[src/rtl/cpu_pkg.sv]
`default_nettype none
// cpu_pkg: encodings shared by the RAM arbiter, its clear engine and its bus interface.
// Revision: 1.0
package cpu_pkg;
    localparam int WORD_WIDTH = 32;

    localparam logic [1:0] GRANT_NONE  = 2'd0;
    localparam logic [1:0] GRANT_CPU   = 2'd1;
    localparam logic [1:0] GRANT_DEBUG = 2'd2;
    localparam logic [1:0] GRANT_CLEAR = 2'd3;

    localparam logic [0:0] STATE_SERVE = 1'b0;
    localparam logic [0:0] STATE_CLEAR = 1'b1;
endpackage
`default_nettype wire

[src/rtl/ram_arbiter_if.sv]
`default_nettype none
// ram_arbiter_if: requester-side and RAM-side signals of the data RAM arbiter.
// Revision: 1.0
interface ram_arbiter_if
    import cpu_pkg::*;
#(
    parameter int ADDR_WIDTH = 10
);
    logic                  cpuRequest;
    logic                  cpuStore;
    logic [ADDR_WIDTH-1:0] cpuAddress;
    logic [WORD_WIDTH-1:0] cpuData;
    logic [WORD_WIDTH-1:0] cpuResult;
    logic                  cpuStall;
    logic                  debugRequest;
    logic [ADDR_WIDTH-1:0] debugAddress;
    logic                  debugAck;
    logic [WORD_WIDTH-1:0] debugResult;
    logic                  clearStart;
    logic                  clearBusy;
    logic                  ramStore;
    logic [ADDR_WIDTH-1:0] ramAddress;
    logic [WORD_WIDTH-1:0] ramData;
    logic [WORD_WIDTH-1:0] ramResult;

    modport slave (
        input  cpuRequest, cpuStore, cpuAddress, cpuData,
        input  debugRequest, debugAddress, clearStart, ramResult,
        output cpuResult, cpuStall, debugAck, debugResult, clearBusy,
        output ramStore, ramAddress, ramData
    );

    modport master (
        output cpuRequest, cpuStore, cpuAddress, cpuData,
        output debugRequest, debugAddress, clearStart, ramResult,
        input  cpuResult, cpuStall, debugAck, debugResult, clearBusy,
        input  ramStore, ramAddress, ramData
    );
endinterface
`default_nettype wire

[src/rtl/ram_arbiter_clear.sv]
`default_nettype none
// ram_arbiter_clear: SERVE/CLEAR sequencer that walks every RAM word once, one per cycle.
// Revision: 1.0
module ram_arbiter_clear
    import cpu_pkg::*;
#(
    parameter int ADDR_WIDTH = 10,
    parameter int DEPTH      = 256
) (
    input  wire logic                  clock,
    input  wire logic                  reset,
    input  wire logic                  clearStart_i,
    output logic      [ADDR_WIDTH-3:0] clearCount_o,
    output logic                       clearBusy_o
);
    localparam int                  CW     = ADDR_WIDTH - 2;
    localparam logic [CW-1:0]       C_LAST = CW'(DEPTH - 1);

    logic [0:0]    state_q, state_d;
    logic [CW-1:0] count_q, count_d;

    always_comb begin
        state_d = state_q;
        count_d = count_q;
        case (state_q)
            STATE_SERVE: begin
                if (clearStart_i) state_d = STATE_CLEAR;
            end
            STATE_CLEAR: begin
                if (count_q == C_LAST) begin
                    state_d = STATE_SERVE;
                    count_d = '0;
                end else begin
                    count_d = count_q + 1'b1;
                end
            end
            default: begin
                state_d = STATE_SERVE;
                count_d = '0;
            end
        endcase
    end

    always_ff @(posedge clock or posedge reset) begin
        if (reset) begin
            state_q <= STATE_SERVE;
            count_q <= '0;
        end else begin
            state_q <= state_d;
            count_q <= count_d;
        end
    end

    assign clearCount_o = count_q;
    assign clearBusy_o  = (state_q == STATE_CLEAR);
endmodule
`default_nettype wire

[src/rtl/ram_arbiter.sv]
`default_nettype none
// ram_arbiter: shares the data RAM between CPU ME stage, debug read port and bulk-clear engine.
// Revision: 1.0
module ram_arbiter
    import cpu_pkg::*;
#(
    parameter int ADDR_WIDTH   = 10,
    parameter int DEPTH        = 256,
    parameter int STARVE_LIMIT = 4
) (
    input  wire logic       clock,
    input  wire logic       reset,
    ram_arbiter_if.slave    bus
);
    localparam int            WW      = $clog2(STARVE_LIMIT + 1);
    localparam logic [WW-1:0] C_LIMIT = WW'(STARVE_LIMIT);

    logic [ADDR_WIDTH-3:0] clearCount;
    logic                  clearBusy;
    logic [1:0]            grant;
    logic                  debugPending;
    logic                  storeSel;
    logic [ADDR_WIDTH-1:0] addrSel;
    logic [WORD_WIDTH-1:0] dataSel;

    logic [WW-1:0]         waitCount_q, waitCount_d;
    logic                  debugAck_q, debugAck_d;
    logic [WORD_WIDTH-1:0] debugResult_q, debugResult_d;

    ram_arbiter_clear #(
        .ADDR_WIDTH (ADDR_WIDTH),
        .DEPTH      (DEPTH)
    ) u_clear (
        .clock        (clock),
        .reset        (reset),
        .clearStart_i (bus.clearStart),
        .clearCount_o (clearCount),
        .clearBusy_o  (clearBusy)
    );

    // A request still high during its own ack cycle must not be granted again.
    always_comb begin
        debugPending = bus.debugRequest && !debugAck_q;
        grant        = GRANT_NONE;
        if (clearBusy)
            grant = GRANT_CLEAR;
        else if (debugPending && waitCount_q == C_LIMIT)
            grant = GRANT_DEBUG;
        else if (bus.cpuRequest)
            grant = GRANT_CPU;
        else if (debugPending)
            grant = GRANT_DEBUG;
    end

    always_comb begin
        storeSel = 1'b0;
        addrSel  = '0;
        dataSel  = '0;
        case (grant)
            GRANT_CPU: begin
                storeSel = bus.cpuStore;
                addrSel  = bus.cpuAddress;
                dataSel  = bus.cpuData;
            end
            GRANT_DEBUG: begin
                addrSel  = bus.debugAddress;
            end
            GRANT_CLEAR: begin
                storeSel = 1'b1;
                addrSel  = {clearCount, 2'b00};
            end
            default: begin
                storeSel = 1'b0;
            end
        endcase
    end

    always_comb begin
        waitCount_d = waitCount_q;
        if (!bus.debugRequest || grant == GRANT_DEBUG)
            waitCount_d = '0;
        else if (waitCount_q != C_LIMIT)
            waitCount_d = waitCount_q + 1'b1;

        debugAck_d    = (grant == GRANT_DEBUG);
        debugResult_d = (grant == GRANT_DEBUG) ? bus.ramResult : debugResult_q;
    end

    always_ff @(posedge clock or posedge reset) begin
        if (reset) begin
            waitCount_q   <= '0;
            debugAck_q    <= 1'b0;
            debugResult_q <= '0;
        end else begin
            waitCount_q   <= waitCount_d;
            debugAck_q    <= debugAck_d;
            debugResult_q <= debugResult_d;
        end
    end

    // Write enable is forced low for the whole reset pulse, not just after the edge.
    assign bus.ramStore    = storeSel && !reset;
    assign bus.ramAddress  = addrSel;
    assign bus.ramData     = dataSel;
    assign bus.cpuResult   = bus.ramResult;
    assign bus.cpuStall    = bus.cpuRequest && (grant != GRANT_CPU);
    assign bus.debugAck    = debugAck_q;
    assign bus.debugResult = debugResult_q;
    assign bus.clearBusy   = clearBusy;
endmodule
`default_nettype wire

[src/flat_wrapper.sv]
// flat-port wrapper written by rule: the top's interface ports become plain ports
module ram_arbiter_flat import cpu_pkg::*;
#(
    parameter int ADDR_WIDTH   = 10,
    parameter int DEPTH        = 256,
    parameter int STARVE_LIMIT = 4
)
  (clock, reset, bus_cpuRequest, bus_cpuStore, bus_cpuAddress, bus_cpuData, bus_debugRequest, bus_debugAddress, bus_clearStart, bus_ramResult, bus_cpuResult, bus_cpuStall, bus_debugAck, bus_debugResult, bus_clearBusy, bus_ramStore, bus_ramAddress, bus_ramData);
  ram_arbiter_if #(.ADDR_WIDTH(ADDR_WIDTH)) bus_i ();
  input  wire logic clock;
  input  wire logic reset;
  input wire logic [$bits(bus_i.cpuRequest)-1:0] bus_cpuRequest;
  input wire logic [$bits(bus_i.cpuStore)-1:0] bus_cpuStore;
  input wire logic [$bits(bus_i.cpuAddress)-1:0] bus_cpuAddress;
  input wire logic [$bits(bus_i.cpuData)-1:0] bus_cpuData;
  input wire logic [$bits(bus_i.debugRequest)-1:0] bus_debugRequest;
  input wire logic [$bits(bus_i.debugAddress)-1:0] bus_debugAddress;
  input wire logic [$bits(bus_i.clearStart)-1:0] bus_clearStart;
  input wire logic [$bits(bus_i.ramResult)-1:0] bus_ramResult;
  output wire logic [$bits(bus_i.cpuResult)-1:0] bus_cpuResult;
  output wire logic [$bits(bus_i.cpuStall)-1:0] bus_cpuStall;
  output wire logic [$bits(bus_i.debugAck)-1:0] bus_debugAck;
  output wire logic [$bits(bus_i.debugResult)-1:0] bus_debugResult;
  output wire logic [$bits(bus_i.clearBusy)-1:0] bus_clearBusy;
  output wire logic [$bits(bus_i.ramStore)-1:0] bus_ramStore;
  output wire logic [$bits(bus_i.ramAddress)-1:0] bus_ramAddress;
  output wire logic [$bits(bus_i.ramData)-1:0] bus_ramData;
  assign bus_i.cpuRequest = bus_cpuRequest;
  assign bus_i.cpuStore = bus_cpuStore;
  assign bus_i.cpuAddress = bus_cpuAddress;
  assign bus_i.cpuData = bus_cpuData;
  assign bus_i.debugRequest = bus_debugRequest;
  assign bus_i.debugAddress = bus_debugAddress;
  assign bus_i.clearStart = bus_clearStart;
  assign bus_i.ramResult = bus_ramResult;
  assign bus_cpuResult = bus_i.cpuResult;
  assign bus_cpuStall = bus_i.cpuStall;
  assign bus_debugAck = bus_i.debugAck;
  assign bus_debugResult = bus_i.debugResult;
  assign bus_clearBusy = bus_i.clearBusy;
  assign bus_ramStore = bus_i.ramStore;
  assign bus_ramAddress = bus_i.ramAddress;
  assign bus_ramData = bus_i.ramData;
  ram_arbiter #(.ADDR_WIDTH(ADDR_WIDTH), .DEPTH(DEPTH), .STARVE_LIMIT(STARVE_LIMIT)) u_core (.clock(clock), .reset(reset), .bus(bus_i));
endmodule
[config.mk]
export PLATFORM = sky130hd
export DESIGN_NAME = ram_arbiter_flat
export DESIGN_NICKNAME = d
export VERILOG_FILES = /design/src/rtl/cpu_pkg.sv /design/src/rtl/ram_arbiter_if.sv /design/src/rtl/ram_arbiter_clear.sv /design/src/rtl/ram_arbiter.sv /design/src/flat_wrapper.sv
export SDC_FILE = /design/constraint.sdc
export NUM_CORES = 1
export LEC_CHECK = 0
export CAP_MARGIN = 40
export CORE_MARGIN = 8
export CORE_UTILIZATION = 33
export DETAILED_ROUTE_END_ITERATION = 7
export GPL_ROUTABILITY_DRIVEN = 0
export PLACE_DENSITY = 0.76
export SYNTH_ARGS = -nofsm -noshare
export SYNTH_HDL_FRONTEND = slang
export SYNTH_SLANG_ARGS = --single-unit
export TNS_END_PERCENT = 10
[constraint.sdc]
create_clock -name clock -period 2.8 [get_ports clock]
set_clock_uncertainty 0.2 [all_clocks]
set_input_delay 0.56 -clock clock [delete_from_list [all_inputs] [get_ports clock]]
set_output_delay 0.56 -clock clock [all_outputs]
set_load 0.05 [all_outputs]
# Yosys cells after proc, flatten, opt, wreduce, memory -nomap -nowiden
# Cells that the tools add are included.
[totals]
regBits = 45
latchBits = 0
ramBits = 0
mem_bits_ro = 0
inputBits = 90
out_inout_bits = 110
elab_cells = 37
memories = 0
[classes]
addsub = 2
mul = 0
div = 0
order_cmp = 0
n_eq_ne = 7
n_shift = 0
muxes = 13
bitwise = 1
n_reduce_logical = 9
[op_table]
columns = ["operator", "count"]
rows = [
  ["two-way mux 32 bit", 1],
  ["one-hot mux 10 bit (3 select lines)", 1],
  ["adder 8 x 1 -> 8 bit (second input constant)", 1],
  ["== test 8 bit (second input constant)", 1],
  ["two-way mux 2 bit", 4],
  ["two-way mux 8 bit", 1],
  ["two-way mux 3 bit", 2],
  ["== test 2 bit (second input constant)", 2],
  ["logical AND 1 bit", 4],
  ["one-hot mux 1 bit (2 select lines)", 2],
  ["adder 3 x 1 -> 3 bit (second input constant)", 1],
  ["== test 3 bit (second input constant)", 1],
  ["zero test 1 bit", 3],
  ["inequality test 3 bit (second input constant)", 1],
  ["== test 2 x 1 -> 1 bit (second input constant)", 1],
  ["two-way mux 1 bit", 2],
  ["inequality test 2 x 1 -> 1 bit (second input constant)", 1],
  ["nonzero test 2 bit", 1],
  ["logical OR 1 bit", 1],
  ["inverter 1 bit", 1],
]

# Longest topological paths before layout
[logic_depth]
depth_word = 9
ltp_mapped = 7

# Cells and area by module
# Synthesis repeated with hierarchy kept, for this count alone.
[unflattened]
hier_cells = 219
hier_area_um2 = 2488.6
[modules_own_cells]
columns = ["module", "n_inst", "cells_each", "area_each_um2", "seq_area_each_um2"]
rows = [
  ["ram_arbiter", 1, 180, 2069.5, 900.9],
  ["ram_arbiter_clear", 1, 39, 419.2, 225.2],
]

# Worst setup path after synthesis
# Ideal clock, no wire load.
[synth_path]
path_kind = "reg-to-output"
start = "register u_core.u_clear.state_q (netlist: u_core.u_clear.clearBusy_o)"
end = "output port bus_ramStore"
arrival_ns = 2.360
path_slack_ns = -0.320
stages_incl_launch_ff = 6
path_buffers = 3
cell_sequence = "dfrtp_1 > clkbuf_1 > clkbuf_1 > clkbuf_1 > inv_1 > a21oi_1"
[synth_via]
elab_chain_cells = 4
word_cells_on_any_way = 5
[synth_lines]
columns = ["element", "line", "source"]
rows = [
  ["start, declared", "ram_arbiter_clear.sv:19", "logic [0:0] state_q, state_d;"],
  ["start signal, assigned", "ram_arbiter_clear.sv:49", "state_q <= state_d;"],
  ["two-way mux 2 bit (*)", "ram_arbiter.sv:45", "if (clearBusy)"],
  ["== test 2 bit / == test 2 x 1 -> 1 bit (equally long branches)", "ram_arbiter.sv:59", "case (grant)"],
  ["one-hot mux 1 bit (2 select lines) (*)", "ram_arbiter.sv:59", ""],
  ["logical AND 1 bit (*)", "ram_arbiter.sv:102", "assign bus.ramStore = storeSel && !reset;"],
  ["end, declared", "flat_wrapper.sv:25", "output wire logic [$bits(bus_i.ramStore)-1:0] bus_ramStore;"],
]
# Mark *: on every way between the ends. The rest lies on a longest branch, timed or not.

# Worst setup path in the final report
[layout_path]
start = "register u_core.waitCount_q[0]"
end = "output port bus_ramAddress[9]"
[layout_via]
elab_chain_cells = 6
word_cells_on_any_way = 8
[layout_lines]
columns = ["element", "line", "source"]
rows = [
  ["start, declared", "ram_arbiter.sv:26", "logic [WW-1:0] waitCount_q, waitCount_d;"],
  ["start signal, assigned", "ram_arbiter.sv:95", "waitCount_q <= waitCount_d;"],
  ["== test 3 bit (*)", "ram_arbiter.sv:47", "else if (debugPending && waitCount_q == C_LIMIT)"],
  ["logical AND 1 bit (*)", "ram_arbiter.sv:47", ""],
  ["two-way mux 2 bit (*)", "ram_arbiter.sv:47", ""],
  ["two-way mux 2 bit (*)", "ram_arbiter.sv:45", ""],
  ["== test 2 bit / == test 2 x 1 -> 1 bit (equally long branches)", "ram_arbiter.sv:59", ""],
  ["one-hot mux 10 bit (3 select lines) (*)", "ram_arbiter.sv:59", ""],
  ["end, declared", "flat_wrapper.sv:26", "output wire logic [$bits(bus_i.ramAddress)-1:0] bus_ramAddress;"],
]
# Marks and branches as above.

==> qor.yml <==
timing:
  whs_ps: 295
  slew_headroom_pct: 63.9
  setup-tns-final_ps: 0
  setup_slack_ps: 64.8
  rsz0062_at_grt: "yes"
  fmax_ghz: 0.366
  finalCritPeriodShare_pct: 97.7
  fin_crit_ps: 2740
  slew_viol_final: 0
  hold_violations: 0
  worstMarginPinSlew_ps: 539
  setup_violations: 0
synthesis:
  synthArstFlopShare_pct: 100
  synth_edf_count: 0
  yosysMostFrequentCell: "dfrtp_1"
  synth_seq_area_share_pct: 44.7
  synth.top_cell.area_share_pct: 44.7
  ys.flop_type: "dfrtp_1"
  syn_area_um2: 2520
  syn_inst: 222
  yosys_register_bits: 45
  synthTopCellsByCount: "dfrtp_1, and2_1, buf_4, mux2_2"
  synth-warning-count: 0
  syn-num-nets: 315
  ys_types: 31
  synth_area_leader_cell: "dfrtp_1"
  synthTopCellsByArea: "dfrtp_1, mux2_2, buf_4"
  syn_avg_cell_area_um2: 11.4
clocking:
  worstSkewPairLatency_ps: 290
  postCtsHoldBufs: 0
  tritoncts: "done"
  htreeDepth: 2
  cts_sinks: 45
  path_clk_slew_ps: 80
  cts.path.max_buffers: 2
  cts-root-buf: "clkbuf_8"
  numCtsBuffers: 5
die:
  die_area_um2: 10700
  core_um2: 7570
  die_width_um: 103
  die_h_um: 103
  rows: 32
  initial_core_util_pct: 33.3
  ios: 200
critical_path:
  critPathBufInv: 3
  startpoint: "u_core.waitCount_q[0]"
  reg2reg_slack_ps: 460
  worstSetupPathType: "reg -> out"
  path_max_fanout: 6
  crit_slowest_cell: "a2111oi_4"
  worstPathArrival_ps: 1980
  worstReg2RegStart: "u_core.waitCount_q[0]"
  cp.depth: 7
  required_ps: 2040
  setup.worst_path.end: "bus_ramAddress[9]"
  max_stage_delay_ps: 430
  cp-start-kind: "register"
  r2r_cells: 8
  path_delay_family: "compound AO/OA/AOI/OAI gates"
  endpoint_kind: "primary output"
  timing.rr.end: "u_core.bus.debugResult[0]"
  path_cells: "inv_2 > ha_4 > nand2_4 > a2111oi_4 > buf_6 > a221o_1 > buf_12"
routing:
  wl_met2_um: 4230
  vias: 2317
  vias_per_cell: 4.62
  wl_met3_um: 1470
  routed_wirelength_um: 8730
  antenna_left: 0
  drt-met1-wl_um: 2930
  dr.pass1.iters: 4
  remaining_drc_errors: 0
  avgRoutedWirePerCell_um: 17.4
  routed.top_layer: "met4"
  drt_iter0_markers: 122
grt:
  grt_pass1_wl_um: 12800
  grt.overflow.total: 0
  grt_pass1_vias: 2401
  track_usage_pct: 15.6
  grt_max_degree: 24
  antenna_found_initial: 0
place:
  port_buffers: 199
  place_hpwl_um: 7480
  place_ws_ps: -47.8
  dp.cells: 489
power_and_ir_drop:
  p_per_area_nw_per_um2: 520
  power_w: 0.00257
  p_leak_nw: 2.14
  vdd_drop_max_v: 0.000425
cells_and_area:
  drive_gt1_share_pct: 35.5
  fin_cells: 502
  layout.filler_cells: 594
  syn2layout_area_growth_pct: 96.1
  multi_input_area_um2: 1080
  regArea_um2: 1130
  finalNetCount: 492
  n_antenna_cell: 0
hold_path:
  hold_class: "reg -> reg"
job:
  drv_cap: 0
status:
  status: "completed"
[state kept, by name, summed over array words and instances, names as in the netlist]
name                         flops
u_core.u_clear.clearCount_o      8
u_core.u_clear.clearBusy_o       1
u_core.bus.debugResult          32
u_core.bus.debugAck              1
u_core.waitCount_q               3
[area by class of cell]
type                            count  share of cell area, %
Tap cell                          102                   2.58
Timing Repair Buffer              214                   49.9
Inverter                            7                  0.532
Clock buffer                        7                   1.75
Sequential cell                    45                   22.8
Multi-Input combinational cell    126                   21.9
Clock inverter                      1                  0.608
[cell usage in the layout (no fill, tap or decap), drive strengths merged]
master,Yosys,layout
dfrtp,45,45
mux2i,2,2
o21ai,3,3
o21a,1,1
clkbuf,8,7
a221o,8,8
and4b,1,1
nor4bb,6,6
or4,2,2
nor3,3,3
bufinv,0,1
nand3b,2,2
and2,34,34
nor2,4,4
o31ai,1,1
inv,7,7
a2111oi,1,1
mux2,33,33
nor3b,1,1
nand3,4,4
xor2,1,1
a21oi,2,2
o211ai,2,2
nand4,3,3
ha,3,3
clkdlybuf4s50,0,120
nand2,4,4
xnor2,3,3
buf,36,92
dlygate4sd2,0,2
a22o,2,2
[cells by family after synthesis]
logic type	synth area share, %
adder cells (fa/ha/maj)	1.49
AO/OA/AOI/OAI	7.15
buffers and inverters	13.4
flip-flops	44.7
AND/OR/NAND/NOR	16.3
XOR/XNOR	1.39
multiplexers	15.5
[worst register-to-register path: stages, from the launching register on]
cell and delay, ps:
dfrtp_1 400, inv_2 80, ha_4 150, nand2_4 70
a2111oi_4 430, buf_4 210, buf_4 100, buf_4 220
mux2_2 370
[repair_timing]
| action | 4_1_cts | 5_1_grt |
|---|---|---|
| setup endpoints to repair | 10 | 10 |
| cloned | 1 | 0 |
| hold endpoints to repair | 0 | 0 |
| setup buffers | 2 | 2 |
| pin swaps | 3 | 3 |
| gates resized for setup | 6 | 4 |
[through the flow]
stage / utilization, % / cell area (um2)
after floorplan: - / 2530
after global placement: 63.0 / 4770
after detailed placement: 63.0 / 4770
after CTS: 64.9 / 4910
after global routing: 65.3 / 4940
final: 65.3 / 4940
[routing by layer]
metal / GRT usage (%) / up-vias
li1: - / 1093
met5: 0 / -
met3: 8.77 / 6
met1: 16.4 / 1071
met4: 4.00 / 0
met2: 26.3 / 147
[worst min path at each step]
stage / from / endpoint / slack [ps] / depth (start not counted)
2_1_floorplan: u_core.u_clear.clearCount_o[6] / u_core.u_clear.clearCount_o[6] / 280 / 1
3_3_place_gp: u_core.bus.debugResult[19] / u_core.bus.debugResult[19] / 270 / 1
3_5_place_dp: u_core.bus.debugResult[23] / u_core.bus.debugResult[23] / 280 / 1
4_1_cts: u_core.bus.debugResult[23] / u_core.bus.debugResult[23] / 300 / 1
5_1_grt: u_core.bus.debugResult[23] / u_core.bus.debugResult[23] / 320 / 1
6_report: u_core.bus.debugResult[23] / u_core.bus.debugResult[23] / 290 / 1
[where the power goes]
group | switching (W) | internal (W)
Combinational | 0.000660 | 0.000561
Clock | 0.000209 | 0.000291
Sequential | 0.000102 | 0.000745
Total | 0.000971 | 0.00160
Note: power is estimated with default switching activity, not from simulation.
